<file path="config.mk">
export PLATFORM = sky130hd
export DESIGN_NAME = store_queue_unit_flat
export DESIGN_NICKNAME = d
export VERILOG_FILES = /design/src/rtl/store_queue_unit_if.sv /design/src/rtl/store_queue_unit.sv /design/src/flat_wrapper.sv
export SDC_FILE = /design/constraint.sdc
export NUM_CORES = 1
export LEC_CHECK = 0
export ABC_AREA = 1
export CORE_UTILIZATION = 60
export DETAILED_ROUTE_END_ITERATION = 8
export PLACE_DENSITY = 0.95
export SLEW_MARGIN = 10
export SYNTH_ARGS = -nofsm -noshare
export SYNTH_HDL_FRONTEND = slang
export SYNTH_SLANG_ARGS = --single-unit
</file>
<file path="constraint.sdc">
create_clock -name clk -period 8.68 [get_ports clk]
set_input_delay 1.302 -clock clk [delete_from_list [all_inputs] [get_ports clk]]
set_output_delay 1.302 -clock clk [all_outputs]
set_load 0.02 [all_outputs]
</file>
<file path="src/rtl/store_queue_unit_if.sv">
// Store-request and data-memory handshake bundle for the store queue.
// master drives requests and mem_ready; slave is the queue itself.
interface store_queue_unit_if #(
  parameter int DATA_W = 32,
  parameter int ADDR_W = 32,
  parameter int IMM_W  = 16
);
  localparam int BE_W = DATA_W / 8;

  logic              in_valid;
  logic              in_ready;
  logic [ADDR_W-1:0] in_base;
  logic [IMM_W-1:0]  in_imm;
  logic [DATA_W-1:0] in_data;
  logic [1:0]        in_size;

  logic              mem_valid;
  logic              mem_ready;
  logic [ADDR_W-1:0] mem_addr;
  logic [DATA_W-1:0] mem_wdata;
  logic [BE_W-1:0]   mem_be;

  modport master (
    output in_valid, in_base, in_imm, in_data, in_size, mem_ready,
    input  in_ready, mem_valid, mem_addr, mem_wdata, mem_be
  );

  modport slave (
    input  in_valid, in_base, in_imm, in_data, in_size, mem_ready,
    output in_ready, mem_valid, mem_addr, mem_wdata, mem_be
  );
endinterface

</file>
<file path="src/rtl/store_queue_unit.sv">
// Store stage: effective-address/legality check, lane formation, and a
// DEPTH-entry FIFO draining to data memory over valid/ready.
module store_queue_unit #(
  parameter int DATA_W = 32,
  parameter int ADDR_W = 32,
  parameter int IMM_W  = 16,
  parameter int DEPTH  = 4
) (
  input  logic                   clk,
  input  logic                   reset,
  store_queue_unit_if.slave      sq,
  input  logic                   flush,
  output logic                   err,
  output logic [ADDR_W-1:0]      err_addr,
  output logic [$clog2(DEPTH):0] count
);
  localparam int BE_W  = DATA_W / 8;
  localparam int OFF_W = $clog2(BE_W);
  localparam int PTR_W = $clog2(DEPTH);
  localparam int CNT_W = PTR_W + 1;

  logic [ADDR_W-1:0] ea;
  logic [3:0]        nbytes;
  logic              size_err;
  logic              align_err;
  logic              legal;
  logic              accept;
  logic              push;
  logic              pop;
  int                nb_eff;
  logic [BE_W-1:0]   lane_mask;
  logic [BE_W-1:0]   lane_be;
  logic [DATA_W-1:0] lane_wdata;
  logic [ADDR_W-1:0] lane_addr;

  logic [PTR_W-1:0]  rd_ptr;
  logic [PTR_W-1:0]  wr_ptr;

  logic [ADDR_W-1:0] addr_mem [DEPTH];
  logic [DATA_W-1:0] data_mem [DEPTH];
  logic [BE_W-1:0]   be_mem   [DEPTH];

  assign ea        = sq.in_base + {{(ADDR_W-IMM_W){sq.in_imm[IMM_W-1]}}, sq.in_imm};
  assign nbytes    = 4'd1 << sq.in_size;
  assign size_err  = 32'(nbytes) > BE_W;
  assign align_err = |(ea[2:0] & (nbytes[2:0] - 3'd1));
  assign legal     = !size_err && !align_err;

  assign sq.in_ready  = count < CNT_W'(DEPTH);
  assign sq.mem_valid = count != '0;
  assign accept       = sq.in_valid && sq.in_ready;
  assign push         = accept && legal && !flush;
  assign pop          = sq.mem_valid && sq.mem_ready;

  // Lane mask wraps to all-ones when the access covers the full bus width.
  assign nb_eff    = size_err ? BE_W : 32'(nbytes);
  assign lane_mask = (BE_W'(1) << nbytes) - BE_W'(1);
  assign lane_be   = lane_mask << ea[OFF_W-1:0];
  assign lane_addr = {ea[ADDR_W-1:OFF_W], OFF_W'(0)};

  always_comb begin
    lane_wdata = '0;
    for (int i = 0; i < BE_W; i++) begin
      lane_wdata[8*i +: 8] = sq.in_data[8*(i & (nb_eff - 1)) +: 8];
    end
  end

  always_ff @(posedge clk) begin
    if (push) begin
      addr_mem[wr_ptr] <= lane_addr;
      data_mem[wr_ptr] <= lane_wdata;
      be_mem[wr_ptr]   <= lane_be;
    end
  end

  assign sq.mem_addr  = addr_mem[rd_ptr];
  assign sq.mem_wdata = data_mem[rd_ptr];
  assign sq.mem_be    = be_mem[rd_ptr];

  always_ff @(posedge clk or negedge reset) begin
    if (!reset) begin
      count    <= '0;
      rd_ptr   <= '0;
      wr_ptr   <= '0;
      err      <= 1'b0;
      err_addr <= '0;
    end else begin
      err <= accept && !legal;
      if (accept && !legal) err_addr <= ea;
      if (flush) begin
        // Keep only an in-flight head; a same-cycle pop still retires it.
        rd_ptr <= rd_ptr + PTR_W'(pop);
        wr_ptr <= sq.mem_valid ? rd_ptr + PTR_W'(1) : rd_ptr;
        count  <= (sq.mem_valid && !pop) ? CNT_W'(1) : '0;
      end else begin
        if (push) wr_ptr <= wr_ptr + PTR_W'(1);
        if (pop)  rd_ptr <= rd_ptr + PTR_W'(1);
        count <= count + CNT_W'(push) - CNT_W'(pop);
      end
    end
  end
endmodule
</file>
<file path="src/flat_wrapper.sv">
// flat-port wrapper written by rule: the top's interface ports become plain ports
module store_queue_unit_flat 
#(
  parameter int DATA_W = 32,
  parameter int ADDR_W = 32,
  parameter int IMM_W  = 16,
  parameter int DEPTH  = 4
)
  (clk, reset, flush, err, err_addr, count, sq_in_valid, sq_in_base, sq_in_imm, sq_in_data, sq_in_size, sq_mem_ready, sq_in_ready, sq_mem_valid, sq_mem_addr, sq_mem_wdata, sq_mem_be);
  store_queue_unit_if #(.DATA_W(DATA_W), .ADDR_W(ADDR_W), .IMM_W(IMM_W)) sq_i ();
  input  logic clk;
  input  logic reset;
  input  logic flush;
  output logic err;
  output logic [ADDR_W-1:0] err_addr;
  output logic [$clog2(DEPTH):0] count;
  input wire logic [$bits(sq_i.in_valid)-1:0] sq_in_valid;
  input wire logic [$bits(sq_i.in_base)-1:0] sq_in_base;
  input wire logic [$bits(sq_i.in_imm)-1:0] sq_in_imm;
  input wire logic [$bits(sq_i.in_data)-1:0] sq_in_data;
  input wire logic [$bits(sq_i.in_size)-1:0] sq_in_size;
  input wire logic [$bits(sq_i.mem_ready)-1:0] sq_mem_ready;
  output wire logic [$bits(sq_i.in_ready)-1:0] sq_in_ready;
  output wire logic [$bits(sq_i.mem_valid)-1:0] sq_mem_valid;
  output wire logic [$bits(sq_i.mem_addr)-1:0] sq_mem_addr;
  output wire logic [$bits(sq_i.mem_wdata)-1:0] sq_mem_wdata;
  output wire logic [$bits(sq_i.mem_be)-1:0] sq_mem_be;
  assign sq_i.in_valid = sq_in_valid;
  assign sq_i.in_base = sq_in_base;
  assign sq_i.in_imm = sq_in_imm;
  assign sq_i.in_data = sq_in_data;
  assign sq_i.in_size = sq_in_size;
  assign sq_i.mem_ready = sq_mem_ready;
  assign sq_in_ready = sq_i.in_ready;
  assign sq_mem_valid = sq_i.mem_valid;
  assign sq_mem_addr = sq_i.mem_addr;
  assign sq_mem_wdata = sq_i.mem_wdata;
  assign sq_mem_be = sq_i.mem_be;
  store_queue_unit #(.DATA_W(DATA_W), .ADDR_W(ADDR_W), .IMM_W(IMM_W), .DEPTH(DEPTH)) u_core (.clk(clk), .reset(reset), .sq(sq_i), .flush(flush), .err(err), .err_addr(err_addr), .count(count));
endmodule
</file>
==> results of run 1 <==
-- power groups by stage --
stage / logic, mW / registers [mW] / clock network [mW]
finish: 2.25 / 1.89 / 1.23
CTS: 2.24 / 1.89 / 1.23
detailed placement: 2.20 / 1.91 / 0
global route: 2.40 / 1.90 / 1.28
floorplan: 1.16 / 1.96 / 0
global placement: 2.12 / 1.91 / 0
-- final timing paths --
path                       cells after the start                             from                          endpoint
setup / recovery                              12                    sq_in_size[1]  u_core.data_mem[1][23]$_DFFE_PP_
setup reg to reg                               6        u_core.count[2]$_DFF_PN0_  u_core.data_mem[1][23]$_DFFE_PP_
min in group asynchronous                      1                            reset         u_core.count[0]$_DFF_PN0_
hold reg to reg                                2  u_core.err_addr[29]$_DFFE_PN0P_   u_core.err_addr[29]$_DFFE_PN0P_
max in group asynchronous                      1                            reset      u_core.rd_ptr[0]$_DFFE_PN0P_
hold / removal                                 2  u_core.err_addr[29]$_DFFE_PN0P_   u_core.err_addr[29]$_DFFE_PN0P_
-- sequential cells by signal, indices dropped and copies added (netlist names) --
register and count:
u_core.addr_mem 120, u_core.be_mem 16, u_core.count 3, u_core.data_mem 128, u_core.err 1, u_core.err_addr 32
u_core.rd_ptr 2, u_core.wr_ptr 2
-- worst max-delay path: cells and delay by family --
kind            cells  cell delay [ns]
simple gates        4             1.47
fa+ha+maj           1             0.60
compound gates      1             0.26
buf+inv             6             2.00
-- layout by cell type, fill, tap and decap left out, drive strengths merged --
cell type	count
clkdlybuf4s50	189
xnor2	3
conb	2
edfxtp	264
o21bai	1
ha	41
buf	13
o21ai	155
a21o	1
inv	160
a22oi	3
fa	2
clkinv	8
o22ai	68
o211ai	1
nor2	188
dfrtp	40
xor2	16
nand2	353
nand3	37
o31ai	1
nor3	4
clkinvlp	1
a21oi	36
clkbuf	43
a31oi	1
or2	3
nand3b	4
and2	14
nand4	1
-- stage by stage --
| stage | cells | total power, mW |
|---|---|---|
| 2_1_floorplan | 1455 | 3.12 |
| 3_3_place_gp | 1919 | 4.03 |
| 3_5_place_dp | 1919 | 4.11 |
| 4_1_cts | 1971 | 5.35 |
| 5_1_grt | 1972 | 5.58 |
| 6_report | 1972 | 5.37 |
-- cell families (layout without fill, tap and decap cells) --
| family | Yosys count | count (layout) |
|---|---|---|
| and+or+nand+nor | 604 | 604 |
| adders and majority gates | 43 | 43 |
| AOI/OAI and AO/OA | 267 | 267 |
| other | 1 | 2 |
| xor gates and xnor gates | 19 | 19 |
| DFF | 304 | 304 |
| buffers and inverters | 216 | 414 |
-- cell type report --
cell class                 count  area, µm²  area share [%]
sequential                   304       8930            51.1
multi-input combinational    935       4620            26.4
clock inverter                 9       51.3           0.293
clock buffer                  43        882            5.04
inverter                     160        602            3.44
tap                          319        399            2.28
timing repair buffer         202       2000            11.4
-- metal layers --
metal / vias up / routed length, µm / global-route usage (%)
met5: - / 0 / 0
met4: 0 / 1540 / 13.7
met3: 119 / 3720 / 4.76
met2: 735 / 18800 / 53.6
met1: 5341 / 14000 / 39.6
li1: 5244 / - / -
==> results.md, run 1 <==
- Rows: 56
- Crit path max fanout: 36
- Most common cell in the netlist: nand2_1
- Setup WS pre-CTS: 2.75 ns
- GRT Total Usage: 31.3%
- Largest net degree at the start of global routing: 98
- DRT iter0 DRCs: 1,334
- Yosys top cell area share: 55.2%
- Sequential share of power: 35.2%
- Critical Path RT: 8.86 ns
- IR Drop Worst-Case VDD: 184 µV
- Grt ovf: 0
- EDFF count, synth: 264
- Combinational Power Share: 41.9%
- Max Root-Sink Buffers: 3
- Max-capacitance violation count: 0
- Final estimated routing congestion in global placement: 0.979
- Initial core utilization: 61.2%
- Sw power: 2.04 mW
- Critical path startpoint category: primary input
- Clock latency on the worst-skew pair: 0.55 ns
- Clock-pin transition on the worst setup and hold timing paths: 0.07 ns
- Initial antenna violation count: 0
- Synth Area in Simple Gates: 16.7%
- Net Sw Frac: 38.0%
- Seq/Total Area, Yosys: 62.2%
- Setup violations, final: 0
- Mux share of post-synthesis cell area: 0%
- Synth Instances: 1,454
- TNS Setup: 0 ns
- CP Capture Type: register
- Synth cell types: 34
- Die Area: 24,600 µm²
- TritonCTS buffer count: 28
- Min Tclk post-route: 5.50 ns
- Final wirelength: 38,000 µm
- TritonCTS clock tree: yes
- Final instance area: 17,500 µm²
- Hold Vio Cnt, Final: 0
- Vias in the first global route: 11,099
- Clock power share: 22.8%
- WS Path Type: primary input to register
- Vias: 11,439
- Pre-antenna DRT Iters: 5
- Dominant cell type by area after synthesis: edfxtp_1
- Die Y: 157 µm
- Synth Area in XOR/XNOR: 1.32%
- Pint: 3.33 mW
- Root Buffer Master: clkbuf_16
- Slew Limit Headroom: 30.1%
- Power Dens Cells: 307 nW/µm²
- Antenna-violating nets left: 0
- Core box area: 23,500 µm²
- Chip width: 157 µm
- Fmax: 182 MHz
- Synth-to-Final Area Change: 21.8%
- CTS Hold Buffers Added: 0
- Area contributors post-synth: edfxtp_1 (55%), nand2_1 (9.1%), dfrtp_1 (7.0%)
- Main combinational cell family by area after synthesis: simple AND/OR/NAND/NOR gates
- Worst path max stage delay: 0.81 ns
- Post-synthesis compound-gate area fraction: 10.0%
- Unrepaired setup endpoints after global routing: false
- Slew Viols, Final: 0
- Fraction of registers with async set/reset: 13.2%
- R2r setup slk: 5.38 ns
- Fill count: 1,482
- Layout cells sized above 1: 4.78%
- Post-CTS setup buffer count: 0
- Seq cells post-synth: 304
- Crit-path cells: clkdlybuf4s50_1 > nor2_1 > buf_4 > inv_2 > ha_1 > inv_2 > a22oi_1 > nand3_1 > nor2_2 > inv_1 > nor2_4 > buf_4
- CP max stage cell: nor2_4
- Synth Flop Type: edfxtp_1
- Sink Count: 304
- Skew final: 0.0139 ns
- Final Util: 74.5%
- Synth top cells by count: nand2_1 (349), edfxtp_1 (264), nor2_1 (185)
- IO Pins: 193
- Syn Std Cell Area: 14,400 µm²
- Synth Area in Adders: 3.85%
- Post-CTS sizing: 0
- DRC: 0
- Dpl cell area: 16,500 µm²
- DR vias/cell: 5.80
- Cell leakage power: 7.12 nW
- Data arrival time of the critical path: 5.68 ns
- Drt wl/cell: 19.3 µm
- Net count, final: 1,761
- H-tree lvl count: 1
- I/O Buffers: 190
- Worst hold margin: 0.482 ns
- Status: completed
- Post-detail-place hpwl: 25,000 µm
- Hold WC Path Type: register to register
- Final setup margin: 3.18 ns
- First-pass GRT wire length: 58,400 µm
- Synthesis Warnings: 0
- Diode count: 0
- Slew @ Worst Pin: 1.05 ns
- Fin crit share: 63.4%
- Avg Cell Area, Syn: 9.87 µm²
Power figures use the tool's default switching activity.
==> run 2: changes to the inputs <==
--- a/config.mk
+++ b/config.mk
@@ -6,9 +6,9 @@
 export NUM_CORES = 1
 export LEC_CHECK = 0
 export ABC_AREA = 1
-export CORE_UTILIZATION = 60
+export CORE_UTILIZATION = 50
 export DETAILED_ROUTE_END_ITERATION = 8
-export PLACE_DENSITY = 0.95
+export PLACE_DENSITY = 0.86
 export SLEW_MARGIN = 10
 export SYNTH_ARGS = -nofsm -noshare
 export SYNTH_HDL_FRONTEND = slang
==> constraint.sdc (replaced) <==
create_clock -name clk -period 4.95 [get_ports clk]
set_input_delay 0.7425 -clock clk [delete_from_list [all_inputs] [get_ports clk]]
set_output_delay 0.7425 -clock clk [all_outputs]
set_load 0.02 [all_outputs]
==> results.md, run 2 (synthesis results as in run 1) <==
- Hold WC Path Type: primary input to asynchronous set/reset pin
- Fin crit share: 84.4%
- CP max stage cell: clkdlybuf4s50_1
- WS Path Type: register to output port
- Dpl cells: 1,985 (+3.4%)
- Worst path bufs/invs: 3 (-3)
- Slew Limit Headroom: 27.0% (-3.0 points)
- Slew @ Worst Pin: 1.09 ns (+0.0454 ns)
- Skew final: 0.0207 ns (+0.00683 ns)
- Layout cells sized above 1: 5.23% (+0.45 points)
- Commonest non-fill, non-tap cell in the layout: nand2_1
- DRT iter0 DRCs: 1,310 (-1.8%)
- Critical Path RT: 4.21 ns (-4.65 ns)
- Final estimated routing congestion in global placement: 0.998 (+2.0%)
- Hold Vio Cnt, Final: 0 (unchanged)
- FF-to-FF End: u_core.data_mem[3][5]$_DFFE_PP_
- Final Util: 63.1% (-11 points)
- Min Tclk post-route: 4.18 ns
- IO Pins: 193 (unchanged)
- CP most frequent cell: buf_4
- Crit path max fanout: 70 (+94%)
- Antenna-violating nets left: 0 (unchanged)
- Diode count: 0 (unchanged)
- Max Root-Sink Buffers: 3 (unchanged)
- Most frequent cells in the layout: nand2_1 (349), edfxtp_1 (264), clkdlybuf4s50_1 (189)
- Data arrival time of the critical path: 3.44 ns (-2.24 ns)
- Final wirelength: 36,800 µm (-3.3%)
- Critical path's top delay family: buffers and inverters
- Max-capacitance violation count: 0 (unchanged)
- TritonCTS clock tree: yes
- Largest register FFs: 128 (unchanged)
- Post-CTS setup buffer count: 0 (unchanged)
- Non-Filler Instances: 2,041 (+3.5%)
- H-tree lvl count: 1 (unchanged)
- Cell leakage power: 7.18 nW (+0.81%)
- GRT Total Usage: 25.1% (-6.3 points)
- Final instance area: 17,700 µm² (+1.1%)
- Vias in the first global route: 10,920 (-1.6%)
- Die Y: 171 µm (+9.4%)
- Net count, final: 1,769 (+0.45%)
- Dpl cell area: 16,700 µm² (+0.84%)
- Largest net degree at the start of global routing: 71 (-28%)
- Power Dens Cells: 537 nW/µm² (+75%)
- Core box area: 28,000 µm² (+19%)
- IR Drop Worst-Case VDD: 310 µV (+68%)
- Slew Viols, Final: 0 (unchanged)
- Initial antenna violation count: 0 (unchanged)
- Rows: 61 (+8.9%)
- Top reg by flops: u_core.data_mem
- Worst hold margin: 0.397 ns (-0.0844 ns)
- Grt ovf: 0 (unchanged)
- Post-detail-place hpwl: 24,800 µm (-1.1%)
- Setup violations, final: 0 (unchanged)
- Reg2reg path depth: 6 (unchanged)
- I/O Buffers: 190 (unchanged)
- Die Area: 29,400 µm² (+20%)
- Initial core utilization: 51.3% (-9.9 points)
- Pre-antenna DRT Iters: 6 (+1)
- Crit-path cells: buf_4 > buf_4 > o21ai_0 > o22ai_1 > clkdlybuf4s50_1
- Status: completed
- Clock-pin transition on the worst setup and hold timing paths: 0.07 ns (about the same)
- R2r setup slk: 2.62 ns (-2.76 ns)
- Fmax: 239 MHz
- Vias: 11,205 (-2.0%)
- DRC: 0 (unchanged)
- First-pass GRT wire length: 56,500 µm (-3.3%)
- Drt wl/cell: 18.0 µm (-6.5%)
- Fill count: 2,112 (+43%)
- Critical path startpoint category: register
- Sink Count: 304 (unchanged)
- CP Capture Type: output port
- Clock latency on the worst-skew pair: 0.56 ns (about the same)
- Chip width: 171 µm (+9.4%)
- Post-CTS sizing: 0 (unchanged)
- TritonCTS buffer count: 30 (+7.1%)
- Worst r2r src: u_core.count[2]$_DFF_PN0_
- DR vias/cell: 5.49 (-5.4%)
- CTS Hold Buffers Added: 0 (unchanged)
- Worst path max stage delay: 0.68 ns (-0.13 ns)
- Synth-to-Final Area Change: 23.1%
- Unrepaired setup endpoints after global routing: false
- Top flop regs: u_core.data_mem (128), u_core.addr_mem (120), u_core.err_addr (32)
- Root Buffer Master: clkbuf_16
==> run 2: cell count changes in the layout (fill, tap and decap cells not counted), moves of 2 or more <==
cell,previous run,this run
bufinv_16,0,4
clkbuf_1,7,3
clkbuf_16,32,30
clkbuf_8,4,0
clkinv_1,2,8
clkinv_4,0,6
buf_4,11,17
clkinv_2,6,3
==> run 2: per-stage QoR <==
step / setup TNS [ns] / power [mW] / setup WS, ns
after global routing: 0 / 9.93 / 0.644
final: 0 / 9.49 / 0.771
after CTS: 0 / 9.52 / 0.824
after floorplan: -128.88 / 5.47 / -0.488
after global placement: 0 / 7.13 / 0.885
after detailed placement: 0 / 7.23 / 0.785
==> run 2: area by class of cell <==
| cell class | count | area (µm²) | share of cell area, % |
|---|---|---|---|
| Clock buffer | 33 | 762 | 4.31 |
| Clock inverter | 23 | 245 | 1.39 |
| Inverter | 160 | 602 | 3.40 |
| Multi-Input combinational cell | 935 | 4620 | 26.1 |
| Sequential cell | 304 | 8930 | 50.5 |
| Tap cell | 378 | 473 | 2.67 |
| Timing Repair Buffer | 208 | 2040 | 11.6 |
==> run 2: layer usage <==
layer	part of all wire [%]	global-route usage, %	wire (µm)
met1	40	32.5	14700
met2	48	43.0	17700
met3	8.6	3.27	3160
met4	3.3	9.20	1230
met5	0	0	0
==> run 2: worst max-delay path by stage <==
stage	from	endpoint	slack, ns	cells past startpoint
6_report	u_core.rd_ptr[0]$_DFFE_PN0P_	sq_mem_be[3]	0.77	5
5_1_grt	u_core.rd_ptr[0]$_DFFE_PN0P_	sq_mem_be[3]	0.64	5
4_1_cts	u_core.rd_ptr[0]$_DFFE_PN0P_	sq_mem_be[3]	0.82	5
3_5_place_dp	sq_in_size[1]	u_core.data_mem[3][27]$_DFFE_PP_	0.78	11
3_3_place_gp	sq_in_imm[0]	u_core.data_mem[3][27]$_DFFE_PP_	0.89	11
2_1_floorplan	sq_in_size[1]	u_core.addr_mem[0][0]$_DFFE_PP_	-0.49	10
==> run 2: power breakdown <==
group,internal [mW],switching (mW),leakage (nW)
Combinational,1.53,2.40,3.83
Sequential,3.10,0.173,2.87
Clock,1.33,0.959,0.486
